==> src/rtl/cache_fill_fsm_pkg.sv <==
// ----------------------------------------------------------------------------
// cache_fill_fsm_pkg
//   Shared definitions for the cache block-fill engine: default geometry of a
//   cache block, memory read latency and the fill state encoding. The cache
//   arrays and the cache/memory interface import the same constants so that
//   block size and state encodings stay consistent across the slice.
// ----------------------------------------------------------------------------
package cache_fill_fsm_pkg;

    // Byte-address width of the memory system.
    localparam int CFF_ADDR_W          = 16;

    // 16-bit words per cache block; a block is 2*CFF_WORDS_PER_BLOCK bytes.
    localparam int CFF_WORDS_PER_BLOCK = 8;

    // Cycles from a memory read request to memory_data_valid.
    localparam int CFF_MEM_LATENCY     = 4;

    // Byte-offset bits inside one block (low address bits cleared for base).
    localparam int CFF_BLOCK_OFFSET_W  = $clog2(2 * CFF_WORDS_PER_BLOCK);

    // Fill controller states. Encodings are shared with the interface logic.
    typedef enum logic {
        IDLE = 1'b0,
        FILL = 1'b1
    } fill_state_e;

endpackage : cache_fill_fsm_pkg

==> src/rtl/cache_fill_fsm_fill_counter.sv <==
// ----------------------------------------------------------------------------
// cache_fill_fsm_fill_counter
//   Width-parameterised up-counter used by the fill engine for both the
//   request index and the receive index. Synchronous clear has priority over
//   the increment enable; the asynchronous active-low reset forces zero.
//
// Ports
//   clk_i   in   1      clock, rising edge
//   rst_ni  in   1      asynchronous reset, active low
//   clr_i   in   1      synchronous clear (wins over en_i)
//   en_i    in   1      increment by one this cycle
//   cnt_o   out  WIDTH  current count
// ----------------------------------------------------------------------------
module cache_fill_fsm_fill_counter #(
    parameter int WIDTH = 3
) (
    input  logic             clk_i,
    input  logic             rst_ni,
    input  logic             clr_i,
    input  logic             en_i,
    output logic [WIDTH-1:0] cnt_o
);

    logic [WIDTH-1:0] cnt_q;
    logic [WIDTH-1:0] cnt_d;

    always_comb begin
        cnt_d = cnt_q;
        if (clr_i) begin
            cnt_d = '0;
        end else if (en_i) begin
            cnt_d = cnt_q + WIDTH'(1);
        end
    end

    always_ff @(posedge clk_i or negedge rst_ni) begin
        if (!rst_ni) begin
            cnt_q <= '0;
        end else begin
            cnt_q <= cnt_d;
        end
    end

    assign cnt_o = cnt_q;

endmodule : cache_fill_fsm_fill_counter

==> src/rtl/cache_fill_fsm.sv <==
// ----------------------------------------------------------------------------
// cache_fill_fsm
//   Memory-side block fill engine shared by the I- and D-cache. When the
//   interface reports a miss, the whole block containing miss_address_i is
//   read from the pipelined memory, one 16-bit word per request, and each
//   returned word is written into the cache data array. The tag/valid write
//   accompanies the final data write of the block.
//
//   The first request goes out combinationally in the miss cycle itself, so
//   with the default geometry the requests occupy cycles 0..7, data returns
//   in cycles 4..11 and fsm_busy_o is high for cycles 0..11.
//
// Ports
//   clk_i                in   1       clock, rising edge
//   rst_ni               in   1       asynchronous reset, active low
//   miss_detected_i      in   1       a cache miss is pending
//   miss_address_i       in   ADDR_W  byte address that missed
//   memory_data_valid_i  in   1       memory read data valid this cycle
//   fsm_busy_o           out  1       fill in progress; also memory enable
//   mem_req_o            out  1       read request issued this cycle
//   memory_address_o     out  ADDR_W  byte address of the 16-bit word read
//   write_data_array_o   out  1       write returned word into data array
//   write_tag_array_o    out  1       write tag/valid for the filled block
//   word_offset_o        out  IDX_W   word index for write_data_array_o
// ----------------------------------------------------------------------------
module cache_fill_fsm
    import cache_fill_fsm_pkg::*;
#(
    parameter int ADDR_W          = CFF_ADDR_W,
    parameter int WORDS_PER_BLOCK = CFF_WORDS_PER_BLOCK
) (
    input  logic                               clk_i,
    input  logic                               rst_ni,
    input  logic                               miss_detected_i,
    input  logic [ADDR_W-1:0]                  miss_address_i,
    input  logic                               memory_data_valid_i,
    output logic                               fsm_busy_o,
    output logic                               mem_req_o,
    output logic [ADDR_W-1:0]                  memory_address_o,
    output logic                               write_data_array_o,
    output logic                               write_tag_array_o,
    output logic [$clog2(WORDS_PER_BLOCK)-1:0] word_offset_o
);

    // Word index width, and one extra bit on the request counter so it can
    // sit at WORDS_PER_BLOCK once every request of the block has been sent.
    localparam int IDX_W = $clog2(WORDS_PER_BLOCK);
    localparam int REQ_W = IDX_W + 1;
    localparam int OFF_W = $clog2(2 * WORDS_PER_BLOCK);

    localparam logic [REQ_W-1:0] REQ_END  = REQ_W'(WORDS_PER_BLOCK);
    localparam logic [IDX_W-1:0] IDX_LAST = IDX_W'(WORDS_PER_BLOCK - 1);

    fill_state_e        state_q;
    fill_state_e        state_d;
    logic [ADDR_W-1:0]  base_q;
    logic [ADDR_W-1:0]  base_d;
    logic [REQ_W-1:0]   req_cnt_q;
    logic [IDX_W-1:0]   rcv_cnt_q;

    logic [ADDR_W-1:0]  miss_base;
    logic [IDX_W-1:0]   req_idx;
    logic               miss_accept;
    logic               fill_done;

    // Block-aligned base of the missing address.
    assign miss_base = {miss_address_i[ADDR_W-1:OFF_W], {OFF_W{1'b0}}};

    // Once all requests are out the counter rests at REQ_END; keep the
    // address pointing at the last word rather than running past the block.
    assign req_idx = (req_cnt_q == REQ_END) ? IDX_LAST : req_cnt_q[IDX_W-1:0];

    assign miss_accept = (state_q == IDLE) && miss_detected_i;

    // The final data write and the tag write happen together; that same
    // cycle ends the fill and clears both counters.
    assign fill_done = write_tag_array_o;

    // ------------------------------------------------------------------
    // State register
    // ------------------------------------------------------------------
    always_ff @(posedge clk_i or negedge rst_ni) begin
        if (!rst_ni) begin
            state_q <= IDLE;
        end else begin
            state_q <= state_d;
        end
    end

    // ------------------------------------------------------------------
    // Next-state logic
    // ------------------------------------------------------------------
    always_comb begin
        state_d = state_q;
        case (state_q)
            IDLE: begin
                if (miss_detected_i) begin
                    state_d = FILL;
                end
            end
            FILL: begin
                if (fill_done) begin
                    state_d = IDLE;
                end
            end
            default: state_d = IDLE;
        endcase
    end

    // ------------------------------------------------------------------
    // Output logic
    // ------------------------------------------------------------------
    // Outputs are also forced low while reset is asserted, so a miss that is
    // still being presented during reset cannot raise busy or a request.
    always_comb begin
        fsm_busy_o         = 1'b0;
        mem_req_o          = 1'b0;
        memory_address_o   = '0;
        write_data_array_o = 1'b0;
        write_tag_array_o  = 1'b0;
        word_offset_o      = '0;
        if (rst_ni) begin
            case (state_q)
                IDLE: begin
                    // First request of a fill leaves in the miss cycle.
                    if (miss_detected_i) begin
                        fsm_busy_o       = 1'b1;
                        mem_req_o        = 1'b1;
                        memory_address_o = miss_base;
                    end
                end
                FILL: begin
                    fsm_busy_o         = 1'b1;
                    mem_req_o          = (req_cnt_q != REQ_END);
                    memory_address_o   = base_q + ADDR_W'({req_idx, 1'b0});
                    write_data_array_o = memory_data_valid_i;
                    word_offset_o      = rcv_cnt_q;
                    write_tag_array_o  = memory_data_valid_i && (rcv_cnt_q == IDX_LAST);
                end
                default: ;
            endcase
        end
    end

    // ------------------------------------------------------------------
    // Block base: captured on the miss that starts the fill, then held so
    // later changes on the miss inputs do not disturb the running fill.
    // ------------------------------------------------------------------
    always_comb begin
        base_d = base_q;
        if (miss_accept) begin
            base_d = miss_base;
        end
    end

    always_ff @(posedge clk_i or negedge rst_ni) begin
        if (!rst_ni) begin
            base_q <= '0;
        end else begin
            base_q <= base_d;
        end
    end

    // ------------------------------------------------------------------
    // Request and receive counters
    // ------------------------------------------------------------------
    cache_fill_fsm_fill_counter #(
        .WIDTH (REQ_W)
    ) u_req_cnt (
        .clk_i  (clk_i),
        .rst_ni (rst_ni),
        .clr_i  (fill_done),
        .en_i   (mem_req_o),
        .cnt_o  (req_cnt_q)
    );

    cache_fill_fsm_fill_counter #(
        .WIDTH (IDX_W)
    ) u_rcv_cnt (
        .clk_i  (clk_i),
        .rst_ni (rst_ni),
        .clr_i  (fill_done),
        .en_i   (write_data_array_o),
        .cnt_o  (rcv_cnt_q)
    );

endmodule : cache_fill_fsm
==> config.mk <==
export PLATFORM = sky130hd
export DESIGN_NAME = cache_fill_fsm
export DESIGN_NICKNAME = d
export VERILOG_FILES = /design/src/rtl/cache_fill_fsm_pkg.sv /design/src/rtl/cache_fill_fsm_fill_counter.sv /design/src/rtl/cache_fill_fsm.sv
export SDC_FILE = /design/constraint.sdc
export NUM_CORES = 1
export LEC_CHECK = 0
export BUFFER_PORTS_ARGS = -buffer_cell sky130_fd_sc_hd__buf_4
export CORE_MARGIN = 10
export CORE_UTILIZATION = 43
export DETAILED_ROUTE_END_ITERATION = 12
export PLACE_DENSITY = 0.68
export RECOVER_POWER = 50
export SETUP_SLACK_MARGIN = 0.05
export SLEW_MARGIN = 20
export SYNTH_ARGS = -nofsm -noshare
export SYNTH_HDL_FRONTEND = slang
export SYNTH_HIERARCHICAL = 1
export SYNTH_SLANG_ARGS = --single-unit
==> constraint.sdc <==
create_clock -name clk_i -period 2.1 [get_ports clk_i]
set_input_delay 0.315 -clock clk_i [delete_from_list [all_inputs] [get_ports clk_i]]
set_output_delay 0.315 -clock clk_i [all_outputs]
set_load 0.03 [all_outputs]
# Word-level counts from Yosys, hierarchy flattened
# Cells that the tools add are included.
[op_classes]
n_bitwise = 1
add_sub_neg = 3
n_eq_ne = 3
reduce_logical = 4
mux = 21
[op_table]
columns = ["op", "count"]
rows = [
  ["16-bit two-way mux", 2],
  ["16-bit case mux with 2 select lines", 1],
  ["16-bit by 4-bit adder with 16-bit output", 1],
  ["3-bit two-way mux", 5],
  ["1-bit two-way mux", 8],
  ["4-bit two-way mux", 2],
  ["1-bit case mux with 2 select lines", 3],
  ["4-bit by 1-bit adder with 4-bit output, second input constant", 1],
  ["4-bit equality test, second input constant", 1],
  ["4-bit != test, second input constant", 1],
  ["2-bit nonzero test", 2],
  ["3-bit by 1-bit adder with 3-bit output, second input constant", 1],
  ["3-bit equality test, second input constant", 1],
  ["1-bit logical AND", 2],
  ["1-bit NOT", 1],
]
[word_totals]
wordCells = 36
register_bits = 20

# Depth between registers and ports, before layout
[logic_depth]
word_depth = 6
mapped_depth = 5

# By module
# The synthesis kept the hierarchy.
[modules_own_cells]
columns = ["mod", "area_each_um2", "cells_per_inst", "n_inst", "seq_area_each_um2"]
rows = [
  ["cache_fill_fsm", 823.3, 88, 1, 325.3],
  ["cache_fill_fsm_fill_counter at u_req_cnt", 192.7, 16, 1, 100.1],
  ["cache_fill_fsm_fill_counter at u_rcv_cnt", 136.4, 11, 1, 75.1],
]

# Worst setup path after synthesis
# No wires, ideal clock.
[synth_path]
kind = "register to register"
from = "reg state_q"
to = "reg u_req_cnt.cnt_q[3], in the netlist u_req_cnt/cnt_o[3]"
synth_period_minus_slack_ns = 1.931
t_arrival_ns = 1.806
setup_time_ns = 0.125
stages_incl_launch_ff = 6
t_required_ns = 1.975
path_slack_ns = 0.169
cell_sequence = "dfrtp_1 -> buf_2 -> o21a_1 -> o21a_1 -> nand4_1 -> mux2_4"
[synth_via]
elab_chain_len = 4
word_cells_on_any_way = 7
classes_between = "mux (5); bitwise (1); reduce/logical (1)"
[synth_lines]
columns = ["element", "line_no", "rtl"]
rows = [
  ["start, declared", "cache_fill_fsm.sv:54", "fill_state_e state_q;"],
  ["start signal, assigned", "cache_fill_fsm.sv:86", "state_q <= state_d;"],
  ["1-bit NOT", "-", ""],
  ["1-bit case mux with 2 select lines *", "cache_fill_fsm.sv:123", "case (state_q)"],
  ["1-bit two-way mux *", "cache_fill_fsm.sv:122", "if (rst_ni) begin"],
  ["net mem_req_o", "cache_fill_fsm.sv:38", "output logic mem_req_o,"],
  ["2-bit nonzero test (no line) *", "-", ""],
  ["end signal, assigned", "cache_fill_fsm_fill_counter.sv:40", "cnt_q <= cnt_d;"],
  ["end, declared", "cache_fill_fsm_fill_counter.sv:24", "logic [WIDTH-1:0] cnt_q;"],
]
# The timed path passes the listed nets; every way through them passes the cells marked *.
# A chain may end at the register's enable or synchronous reset.

# Final worst setup path
[layout_path]
from = "reg u_req_cnt.cnt_q[1], in the netlist u_req_cnt/cnt_o[1]"
to = "out mem_req_o"
[layout_via]
elab_chain_len = 3
[layout_lines]
columns = ["element", "line_no", "rtl"]
rows = [
  ["4-bit != test", "cache_fill_fsm.sv:134", "mem_req_o = (req_cnt_q != REQ_END);"],
  ["1-bit case mux with 2 select lines", "cache_fill_fsm.sv:123", ""],
  ["1-bit two-way mux", "cache_fill_fsm.sv:122", ""],
  ["end, declared", "cache_fill_fsm.sv:38", ""],
]
# Every way passes these cells.

==> results.toml <==
[sta]
achievable-frequency_ghz = 0.493
finalWorstPathRequiredPeriod_ns = 2.03
setup_viol = 0
clock_skew_ns = 0.00523
timing.final.ws_setup_ns = 0.0714
grt_setup_unrepaired = "yes"
hold_viol = 0
fin_setup_tns_ns = 0
final-max-slew-violation-count = 0
fin_crit_sh_pct = 96.6

[worst_setup_path]
critical_path.endpoint_type = "output port"
worstReg2RegStart = "u_req_cnt/cnt_o[1]"
timing.critical_path.from_type = "flip-flop"
crit_type = "reg2out"
critical_path_peak_fanout = 6
cp_data_arrival_time_ns = 1.71
ff2ff_path_depth = 4
crit-reg2reg-capture = "u_req_cnt/cnt_o[3]"
r2r_setup_slack_ns = 0.33
critical_path_required_ns = 1.78

[clock_tree]
tritoncts_clock_tree = "built"
tritoncts.num_buffers = 3
ctsRootBufferMaster = "sky130_fd_sc_hd__clkbuf_4"
clkTransAtPathRegs_ns = 0.11
htree_levels = 1
buffers_from_clock_root_to_sink_at_most = 2
clkLatencyLatePin_ns = 0.31
clkSinkCount = 20

[routing]
vias = 977
first_pass_iters = 4
met1_length_microns = 1160
detailroute.wirelength.met3_microns = 182
ant_nets = 0
highest_signal_layer = "met4"
wl_met2_microns = 1470
postRouteWirelength_microns = 2850
drt-initial-drc-count = 31
route.detailed.wl_per_inst_microns = 15.4
via_density_per_instance = 5.28
drcViolationCount = 0

[yosys]
synth.top_cells.by_area = "sky130_fd_sc_hd__dfrtp_1 43%, sky130_fd_sc_hd__a21bo_2 12%, sky130_fd_sc_hd__nand3b_1 9.1%, sky130_fd_sc_hd__a21boi_0 7.8%, sky130_fd_sc_hd__nand2_1 4.2%"
ys_dominant_reg_cell = "sky130_fd_sc_hd__dfrtp_1"
ys_seq_area_share_pct = 43.4
synth.distinct_cells = 24
yosysMostFrequentCell = "sky130_fd_sc_hd__dfrtp_1"
synth.net_count = 137
yosys_reg_bits = 20
synth_top_family_by_area = "compound AO/OA/AOI/OAI gates"
ys_warn_count = 6
synthArstFlopShare_pct = 100
number_of_enable_type_register_cells_in_the_synthesized_netlist = 0
syn_inst = 115
synthXorXnorAreaFrac_pct = 1.52
synth_simple_gate_area_share_pct = 21.1
synthDominantCellAreaShare_pct = 43.4
most_used_standard_cells_in_the_synthesized_netlist = "20 x sky130_fd_sc_hd__dfrtp_1, 14 x sky130_fd_sc_hd__a21bo_2, 14 x sky130_fd_sc_hd__nand3b_1"
synth.largest_area_cell = "sky130_fd_sc_hd__dfrtp_1"
synth-adder-area-share_pct = 2.17
post_synth.cell_area_avg_sq_um = 10.0
synthesis.area_sq_um = 1150
synth_mux_area_share_pct = 3.04
synth_compound_area_share_pct = 24.2

[cells_and_area]
final_standard_cell_area_without_fillers_sq_um = 1510
diodes = 0
layout-drive-gt1-share_pct = 40.0
num-nets-final = 179
final_util_pct = 60.0
area.growth.synth_to_final_pct = 31.3

[floorplanning]
die_width_microns = 71.8
top_level_ports = 43
die-area_sq_um = 5150
fp.coreArea_sq_um = 2520
core.rowCount = 18
initial_core_util_pct = 45.7
chip_height_microns = 71.8

[pwr]
vdd.ir_drop.worst_mv = 0.741
power_density_nw_per_um2 = 1270
cellLeakagePower_nw = 0.756
design_power_total_mw = 1.92

[global_route]
largest_net_degree_at_the_start_of_global_routing = 25
grt_antenna_before_repair = 0
wire_length_of_the_first_global_routing_pass_microns = 4700
gr-total-overflow = 0
track_usage_pct = 11.2
first_global_vias = 1016

[placed_design]
globalplace.congestion = 0.766
placed_cell_areas_sq_um = 1450
post-dp-hpwl_microns = 2110
preCtsSetupSlack_ns = 0.283
port_buffers = 37

[outcome]
run_status = "finished clean"

[flow_run]
maxCapViolations = 0

[hold_path]
min_path_type = "in2async"
==> state kept, by name (all words and copies together), names as in the netlist <==
name,count
base_q,12
u_req_cnt/cnt_o,4
u_rcv_cnt/cnt_o,3
state_q,1
==> worst max-delay path: stages (launching register included) <==
cell	delay, ns
sky130_fd_sc_hd__dfrtp_1	0.44
sky130_fd_sc_hd__or4b_4	0.56
sky130_fd_sc_hd__o21a_4	0.24
sky130_fd_sc_hd__buf_4	0.17
==> logic make-up after synthesis <==
family,Yosys count
adders and majority gates,2
AOI/OAI and AO/OA,34
and+or+nand+nor,42
other,1
DFF,20
xor gates and xnor gates,2
muxes,3
buffers and inverters,11
==> final cells by class <==
| cell class | instances | area (sq um) |
|---|---|---|
| sequential | 20 | 500 |
| fill | 236 | 1010 |
| inverter | 4 | 15.0 |
| tap | 30 | 37.5 |
| clock buffer | 3 | 22.5 |
| multi-input combinational | 84 | 612 |
| timing repair buffer | 44 | 325 |
==> where the power goes <==
part	internal (mW)	switching [mW]	total [mW]
clock network	0.0671	0.117	0.184
logic	0.498	0.528	1.03
registers	0.574	0.136	0.710
total	1.14	0.781	1.92
==> layout by cell type, fill, tap and decap left out, types with 2 or more instances in the layout <==
cell type                  count
sky130_fd_sc_hd__a21bo_2      14
sky130_fd_sc_hd__nor2_1        6
sky130_fd_sc_hd__dfrtp_1      20
sky130_fd_sc_hd__inv_1         4
sky130_fd_sc_hd__a21oi_1       5
sky130_fd_sc_hd__xnor2_1       2
sky130_fd_sc_hd__and3_1        4
sky130_fd_sc_hd__a21boi_1      2
sky130_fd_sc_hd__ha_1          2
sky130_fd_sc_hd__nand3b_1     14
sky130_fd_sc_hd__nand2_1      13
sky130_fd_sc_hd__clkbuf_1      2
sky130_fd_sc_hd__a21boi_0     10
sky130_fd_sc_hd__mux2i_1       2
sky130_fd_sc_hd__clkbuf_4      3
sky130_fd_sc_hd__buf_4        41
==> metal layers <==
metal / vias up / global-route usage [%]
met5: - / 0
met4: 0 / 5.38
met3: 5 / 3.58
met2: 21 / 19.4
met1: 468 / 11.9
li1: 483 / -
==> how the worst max path moves through the flow <==
stage / end / from / slack (ns)
6_report: mem_req_o / u_req_cnt/cnt_o[1] / 0.07
2_1_floorplan: u_req_cnt/cnt_o[3] / state_q / 0.17
5_1_grt: mem_req_o / u_req_cnt/cnt_o[1] / 0.02
3_3_place_gp: u_req_cnt/cnt_o[3] / u_req_cnt/cnt_o[2] / 0.32
3_5_place_dp: u_req_cnt/cnt_o[3] / u_req_cnt/cnt_o[2] / 0.28
4_1_cts: mem_req_o / u_req_cnt/cnt_o[1] / 0.03
==> through the flow <==
| stage | hold slack (ns) | cells |
|---|---|---|
| after floorplan | 0.0194 | 115 |
| after global placement | 0.161 | 177 |
| after detailed placement | 0.160 | 177 |
| after CTS | 0.00411 | 182 |
| after global routing | 0.232 | 185 |
| final | 0.197 | 185 |
==> timing repair <==
item,4_1_cts,5_1_grt
hold buffers,1,0
cloned,0,0
buffers inserted,1,3
gates resized for setup,2,4
hold endpoints to repair,8,0
endpoints found under the setup margin,3,5
(Power assumes the default switching activity.)
